$ cat config.mk
export PLATFORM = sky130hd
export DESIGN_NAME = dedisp_channel_sum
export DESIGN_NICKNAME = d
export VERILOG_FILES = /design/src/rtl/dedisp_channel_sum_pkg.sv /design/src/rtl/dedisp_frame_checker.sv /design/src/rtl/dedisp_channel_sum.sv
export SDC_FILE = /design/constraint.sdc
export NUM_CORES = 1
export LEC_CHECK = 0
export CAP_MARGIN = 20
export CORE_AREA = 2 2 132 134
export CTS_CLUSTER_DIAMETER = 30
export DETAILED_ROUTE_END_ITERATION = 8
export DIE_AREA = 0 0 134 136
export GPL_ROUTABILITY_DRIVEN = 0
export PLACE_DENSITY = 0.86
export SYNTH_ARGS = -nofsm -noshare
export SYNTH_HDL_FRONTEND = slang
export SYNTH_HIERARCHICAL = 1
export SYNTH_SLANG_ARGS = --single-unit
$ cat constraint.sdc
create_clock -name clk -period 8.6 [get_ports clk]
set_input_delay 1.29 -clock clk [delete_from_list [all_inputs] [get_ports clk]]
set_output_delay 1.29 -clock clk [all_outputs]
set_load 0.01 [all_outputs]
$ cat src/rtl/dedisp_channel_sum_pkg.sv
// Shared definitions for the dedispersor chain: frame FSM encoding,
// width helpers and default channel/sample sizes.
package dedisp_channel_sum_pkg;

  localparam int DEF_N_CHANNELS = 8;
  localparam int DEF_DIN_WIDTH  = 32;

  typedef enum logic {
    ST_IDLE  = 1'b0,
    ST_ACCUM = 1'b1
  } state_e;

  // Ceiling log2, usable in parameter expressions.
  function automatic int clog2(input int value);
    int r;
    r = 0;
    for (int i = 0; i < 31; i++) begin
      if ((1 << i) < value) r = i + 1;
    end
    return r;
  endfunction

  // Width that holds the sum of n_ch unsigned samples without overflow.
  function automatic int sum_width(input int din_w, input int n_ch);
    return din_w + clog2(n_ch);
  endfunction

endpackage

$ cat src/rtl/dedisp_frame_checker.sv
// Frame framing FSM: tracks the channel position inside a frame and turns
// each accepted beat into exactly one of load/accum/commit strobes, plus an
// error strobe for any sof/eof violation. sof is decided before eof.
module dedisp_frame_checker
  import dedisp_channel_sum_pkg::*;
#(
  parameter int N_CHANNELS = DEF_N_CHANNELS
) (
  input  logic clk,
  input  logic rst_n,
  input  logic i_ce,
  input  logic i_valid,
  input  logic i_sof,
  input  logic i_eof,
  output logic o_load,
  output logic o_accum,
  output logic o_commit,
  output logic o_error,
  output logic o_state
);

  localparam int CNT_W = clog2(N_CHANNELS);
  localparam logic [CNT_W-1:0] LAST_CNT = CNT_W'(N_CHANNELS - 1);

  state_e           r_state;
  logic [CNT_W-1:0] r_chan_cnt;

  logic w_beat;
  logic w_last;
  logic w_load;
  logic w_accum;
  logic w_commit;
  logic w_error;

  assign w_beat = i_ce & i_valid;
  assign w_last = (r_chan_cnt == LAST_CNT);

  // Classify the current beat. A sof always (re)starts a frame unless it
  // also carries eof, which can never be a legal one-channel frame.
  always_comb begin
    w_load   = 1'b0;
    w_accum  = 1'b0;
    w_commit = 1'b0;
    w_error  = 1'b0;
    if (w_beat) begin
      if (i_sof) begin
        if (i_eof) begin
          w_error = 1'b1;
        end else begin
          w_load = 1'b1;
          if (r_state == ST_ACCUM) w_error = 1'b1;
        end
      end else if (r_state == ST_IDLE) begin
        w_error = 1'b1;
      end else if (i_eof) begin
        if (w_last) w_commit = 1'b1;
        else        w_error  = 1'b1;
      end else if (w_last) begin
        w_error = 1'b1;
      end else begin
        w_accum = 1'b1;
      end
    end
  end

  // Frame state and channel counter; every non-continuing outcome ends in IDLE.
  always_ff @(posedge clk or negedge rst_n) begin
    if (!rst_n) begin
      r_state    <= ST_IDLE;
      r_chan_cnt <= '0;
    end else if (w_beat) begin
      if (w_load) begin
        r_state    <= ST_ACCUM;
        r_chan_cnt <= CNT_W'(1);
      end else if (w_accum) begin
        r_chan_cnt <= r_chan_cnt + CNT_W'(1);
      end else begin
        r_state    <= ST_IDLE;
        r_chan_cnt <= '0;
      end
    end
  end

  assign o_load   = w_load;
  assign o_accum  = w_accum;
  assign o_commit = w_commit;
  assign o_error  = w_error;
  assign o_state  = r_state;

endmodule

$ cat src/rtl/dedisp_channel_sum.sv
// Sums each frame of N_CHANNELS dedispersed channels into one time sample,
// flags sums at or above a per-frame threshold and tags good frames with a
// running index. Malformed frames are dropped with a frame_err pulse.
// Handshake: a beat is consumed on every clock with ce=1 and din_valid=1;
// there is no backpressure, and dout_valid is a single-cycle qualifier.
module dedisp_channel_sum
  import dedisp_channel_sum_pkg::*;
#(
  parameter int N_CHANNELS = DEF_N_CHANNELS,
  parameter int DIN_WIDTH  = DEF_DIN_WIDTH,
  parameter int SUM_WIDTH  = sum_width(DIN_WIDTH, N_CHANNELS),
  parameter int FCNT_WIDTH = 32
) (
  input  logic                  clk,
  input  logic                  rst_n,
  input  logic                  ce,
  input  logic [DIN_WIDTH-1:0]  din,
  input  logic                  din_valid,
  input  logic                  din_sof,
  input  logic                  din_eof,
  input  logic [SUM_WIDTH-1:0]  threshold,
  output logic [SUM_WIDTH-1:0]  dout,
  output logic                  dout_valid,
  output logic                  dout_detect,
  output logic [FCNT_WIDTH-1:0] dout_fcnt,
  output logic                  frame_err
);

  logic w_load;
  logic w_accum;
  logic w_commit;
  logic w_error;
  logic w_state;

  logic [SUM_WIDTH-1:0] w_din_ext;
  logic [SUM_WIDTH-1:0] w_sum;

  logic [SUM_WIDTH-1:0]  r_acc;
  logic [SUM_WIDTH-1:0]  r_thr;
  logic [FCNT_WIDTH-1:0] r_fcnt;
  logic [SUM_WIDTH-1:0]  r_dout;
  logic                  r_dout_valid;
  logic                  r_dout_detect;
  logic [FCNT_WIDTH-1:0] r_dout_fcnt;
  logic                  r_frame_err;

  dedisp_frame_checker #(
    .N_CHANNELS (N_CHANNELS)
  ) u_chk (
    .clk      (clk),
    .rst_n    (rst_n),
    .i_ce     (ce),
    .i_valid  (din_valid),
    .i_sof    (din_sof),
    .i_eof    (din_eof),
    .o_load   (w_load),
    .o_accum  (w_accum),
    .o_commit (w_commit),
    .o_error  (w_error),
    .o_state  (w_state)
  );

  assign w_din_ext = {{(SUM_WIDTH-DIN_WIDTH){1'b0}}, din};
  assign w_sum     = r_acc + w_din_ext;

  // Accumulator, sampled threshold, frame index and registered outputs.
  // With ce low everything holds, so a pending pulse stays visible.
  always_ff @(posedge clk or negedge rst_n) begin
    if (!rst_n) begin
      r_acc         <= '0;
      r_thr         <= '0;
      r_fcnt        <= '0;
      r_dout        <= '0;
      r_dout_valid  <= 1'b0;
      r_dout_detect <= 1'b0;
      r_dout_fcnt   <= '0;
      r_frame_err   <= 1'b0;
    end else if (ce) begin
      r_dout_valid  <= w_commit;
      r_dout_detect <= w_commit && (w_sum >= r_thr);
      r_frame_err   <= w_error;
      if (w_load) begin
        r_acc <= w_din_ext;
        r_thr <= threshold;
      end else if (w_accum) begin
        r_acc <= w_sum;
      end
      if (w_commit) begin
        r_dout      <= w_sum;
        r_dout_fcnt <= r_fcnt;
        r_fcnt      <= r_fcnt + FCNT_WIDTH'(1);
      end
    end
  end

  // A frame can only complete while one is open.
  a_commit_in_frame: assert property (@(posedge clk) disable iff (!rst_n)
    w_commit |-> (w_state == ST_ACCUM));

  assign dout        = r_dout;
  assign dout_valid  = r_dout_valid;
  assign dout_detect = r_dout_detect;
  assign dout_fcnt   = r_dout_fcnt;
  assign frame_err   = r_frame_err;

endmodule

==> metrics.cfg <==
[layout]
utilization_pct = 71.5
diodes = 0
fin_cells = 1458
syn_to_final_growth_pct = 22.0
fin_nets = 1366
drive_gt1_share_pct = 5.68

[pwr]
leakagePower_nw = 5.77
max-vdd-ir-drop_uv = 160
cellPowerDensity_nw_per_um2 = 230

[sta]
slew_viol_final = 0
period_share_pct = 68.1
max_freq_ghz = 0.171
finalHoldViolCount = 0
skew_ps = 12.3
setup-tns-final_ps = 0
tightest_slew_ps = 957
max_slew_margin_pct = 36.2
setup_viol = 0
rsz0062_at_grt = false
finalCriticalPeriod_ps = 5860

[clocking]
cts_tree = yes
clk_pin_slew_ps = 70
cts.sinks = 176
ctsRootBufferMaster = clkbuf_16
htreeDepth = 4
post-cts-setup-buffers = 0
numCtsBuffers = 17
cts_hold_buf = 0
clkLatencyLatePin_ps = 430
cts.repair.resized = 0
cts_max_path_buffers = 2

[synthesis]
synth_top_flop_cell = dfrtp_1
post_synth_main_area_contributors = dfrtp_1, nand2_1, ha_1, o21ai_0, xnor2_1
synth_edf_count = 0
syn_area_um2 = 9890
synth.distinct_cells = 62
seq_area_frac_synth_pct = 44.5
synthesis.nets = 1243
ys_ff_latch = 176
synth_cells = 1097
synth_most_common_cell = nand2_1
async_flop_share_pct = 100
synth.largest_area_cell = dfrtp_1
yosysWarnings = 6
netlist_top_cells_count = nand2_1, dfrtp_1, o21ai_0
yosysTopAreaCellShare_pct = 44.5
avgSynthCellArea_um2 = 9.02

[place]
place_inst = 1426
hpwl_mm = 18.9
io_buffers = 142

[drt]
dr_wl_met3_mm = 1.85
drt_iter0_drc = 573
drt-total-wl_mm = 26.0
vias = 8564
ant_nets = 0
wl_per_cell_um = 17.8
highest_layer = met4
first_pass_iters = 6
met2_wirelength_mm = 12.5
wirelength_met1_mm = 10.9
route.detailed.drc = 0
vias_per_cell = 5.87

[worst_setup_path]
cp_max_fo = 5
rr_startpoint = r_acc[0]
cp-end-kind = flop
crit_arrival_ps = 6220
start_kind = input pin
criticalPathCategory = input pin to flop
cp-startpoint = din[0]
worstPathRequired_ps = 8970

[worst_hold_path]
hold_path.class = flop to flop
min-delay-start = dout_fcnt[8]

[floorplan]
rows = 48
fp.dieW_um = 134
start_util_pct = 58.6
dieArea_um2 = 18200
io_pins = 143
core-area_um2 = 16900
die_h_um = 136

[grt]
antenna_found_initial = 0
grt_util_all_layers_pct = 29.4
grt_max_degree = 100
grt_pass1_wl_mm = 42.0
grt_pass1_vias = 8273
grt_overflow = 0

[job]
maxCapViolations = 0

[run_status]
outcome = finished, final reports clean

[critical path: stages]
cell	delay [ps]
clkdlybuf4s50_1	500
ha_1	180
inv_1	50
fa_1	380
nand2b_1	180
a21o_1	200
a31o_1	270
a21oi_1	330
nor2_1	110
o41ai_1	460
xnor2_1	250
inv_1	90
ha_1	320
nand4_1	130
nor4_1	450
a21oi_1	140
o211ai_1	120
a21oi_1	80
a211o_1	300
a311oi_1	240
a221o_1	150
[cells in the final DEF, fill, tap and decap left out, types with 3 or more instances in the layout]
cell	netlist	routed
a21oi_1	57	57
nand4_1	25	25
and3_1	11	11
xor2_1	21	21
dfrtp_1	176	176
a31o_1	3	3
xnor2_1	40	40
nor2b_1	8	8
inv_1	62	62
a211oi_1	4	4
o21ai_0	87	87
o31ai_1	4	4
a22o_1	6	6
clkbuf_16	0	17
inv_6	0	6
mux2_2	12	12
a221o_1	6	6
clkdlybuf4s50_1	0	141
nor3_1	8	8
inv_8	0	5
nor4_1	3	3
a21o_1	18	18
mux2i_1	11	11
ha_1	72	72
buf_4	0	7
o21a_1	8	8
o41ai_1	4	4
and4_1	6	6
o31ai_2	4	4
o22ai_1	9	9
o211ai_1	5	5
nand3b_1	3	3
nand2_1	262	261
nand2_2	2	3
nand2b_1	5	5
o21bai_1	7	7
o21ai_1	7	7
nand3_1	24	24
nor2_1	38	37
or3_1	3	3
[worst paths after layout]
kind / to / slack (ps) / depth (start not counted)
worst max register to register: dout_detect / 3740 / 20
worst min-delay path: dout_fcnt[8] / 480 / 2
worst max-delay path: dout_detect / 2740 / 21
max in group asynchronous: dout[2] / 6140 / 2
worst min register to register: dout_fcnt[8] / 480 / 2
min in group asynchronous: u_chk/r_chan_cnt[1] / 960 / 1
[stage by stage]
step	total power [mW]	hold slack [ps]	setup WS (ps)	instance area, um2
after floorplan	1.68	445	3650	9890
after global placement	1.94	457	2840	11500
after detailed placement	1.98	463	2560	11500
after CTS	2.75	481	2920	12100
after global routing	2.94	512	2640	12100
final	2.77	477	2740	12100
[metal layers]
metal | up-vias | GRT usage, %
met1 | 4098 | 38.8
li1 | 4028 | -
met4 | 0 | 11.5
met3 | 61 | 4.96
met2 | 377 | 48.8
met5 | - | 0
[registers in the layout, summed over array words and instances, names as in the netlist]
| signal | flops |
|---|---|
| frame_err | 1 |
| r_fcnt | 32 |
| r_thr | 35 |
| dout_fcnt | 32 |
| u_chk/r_chan_cnt | 3 |
| dout_valid | 1 |
| dout | 35 |
| dout_detect | 1 |
| u_chk/o_state | 1 |
| r_acc | 35 |
[cell type report]
cell class                      instances  area [um2]
Clock buffer                           17         425
Timing Repair Buffer                  149        1480
Inverter                               63         236
Sequential cell                       176        4400
Multi-Input combinational cell        813        5090
Clock inverter                         15         159
Fill cell                            1262        4810
Tap cell                              225         282
[kinds of logic (layout without fill, tap and decap cells)]
group,Yosys count,count (layout),synth area share [%]
mux,23,23,2.48
simple gates,409,409,18.4
compound gates,247,247,15.8
flops,176,176,44.5
xor+xnor,61,61,5.40
buf+inv,108,244,4.14
fa+ha+maj,73,73,9.31
[report_power, final]
part           leakage (nW)  switching, mW  internal, mW
Clock                 0.289          0.373         0.391
Sequential             2.32         0.0398         0.909
Combinational          3.16          0.648         0.412
(Power assumes the default switching activity.)
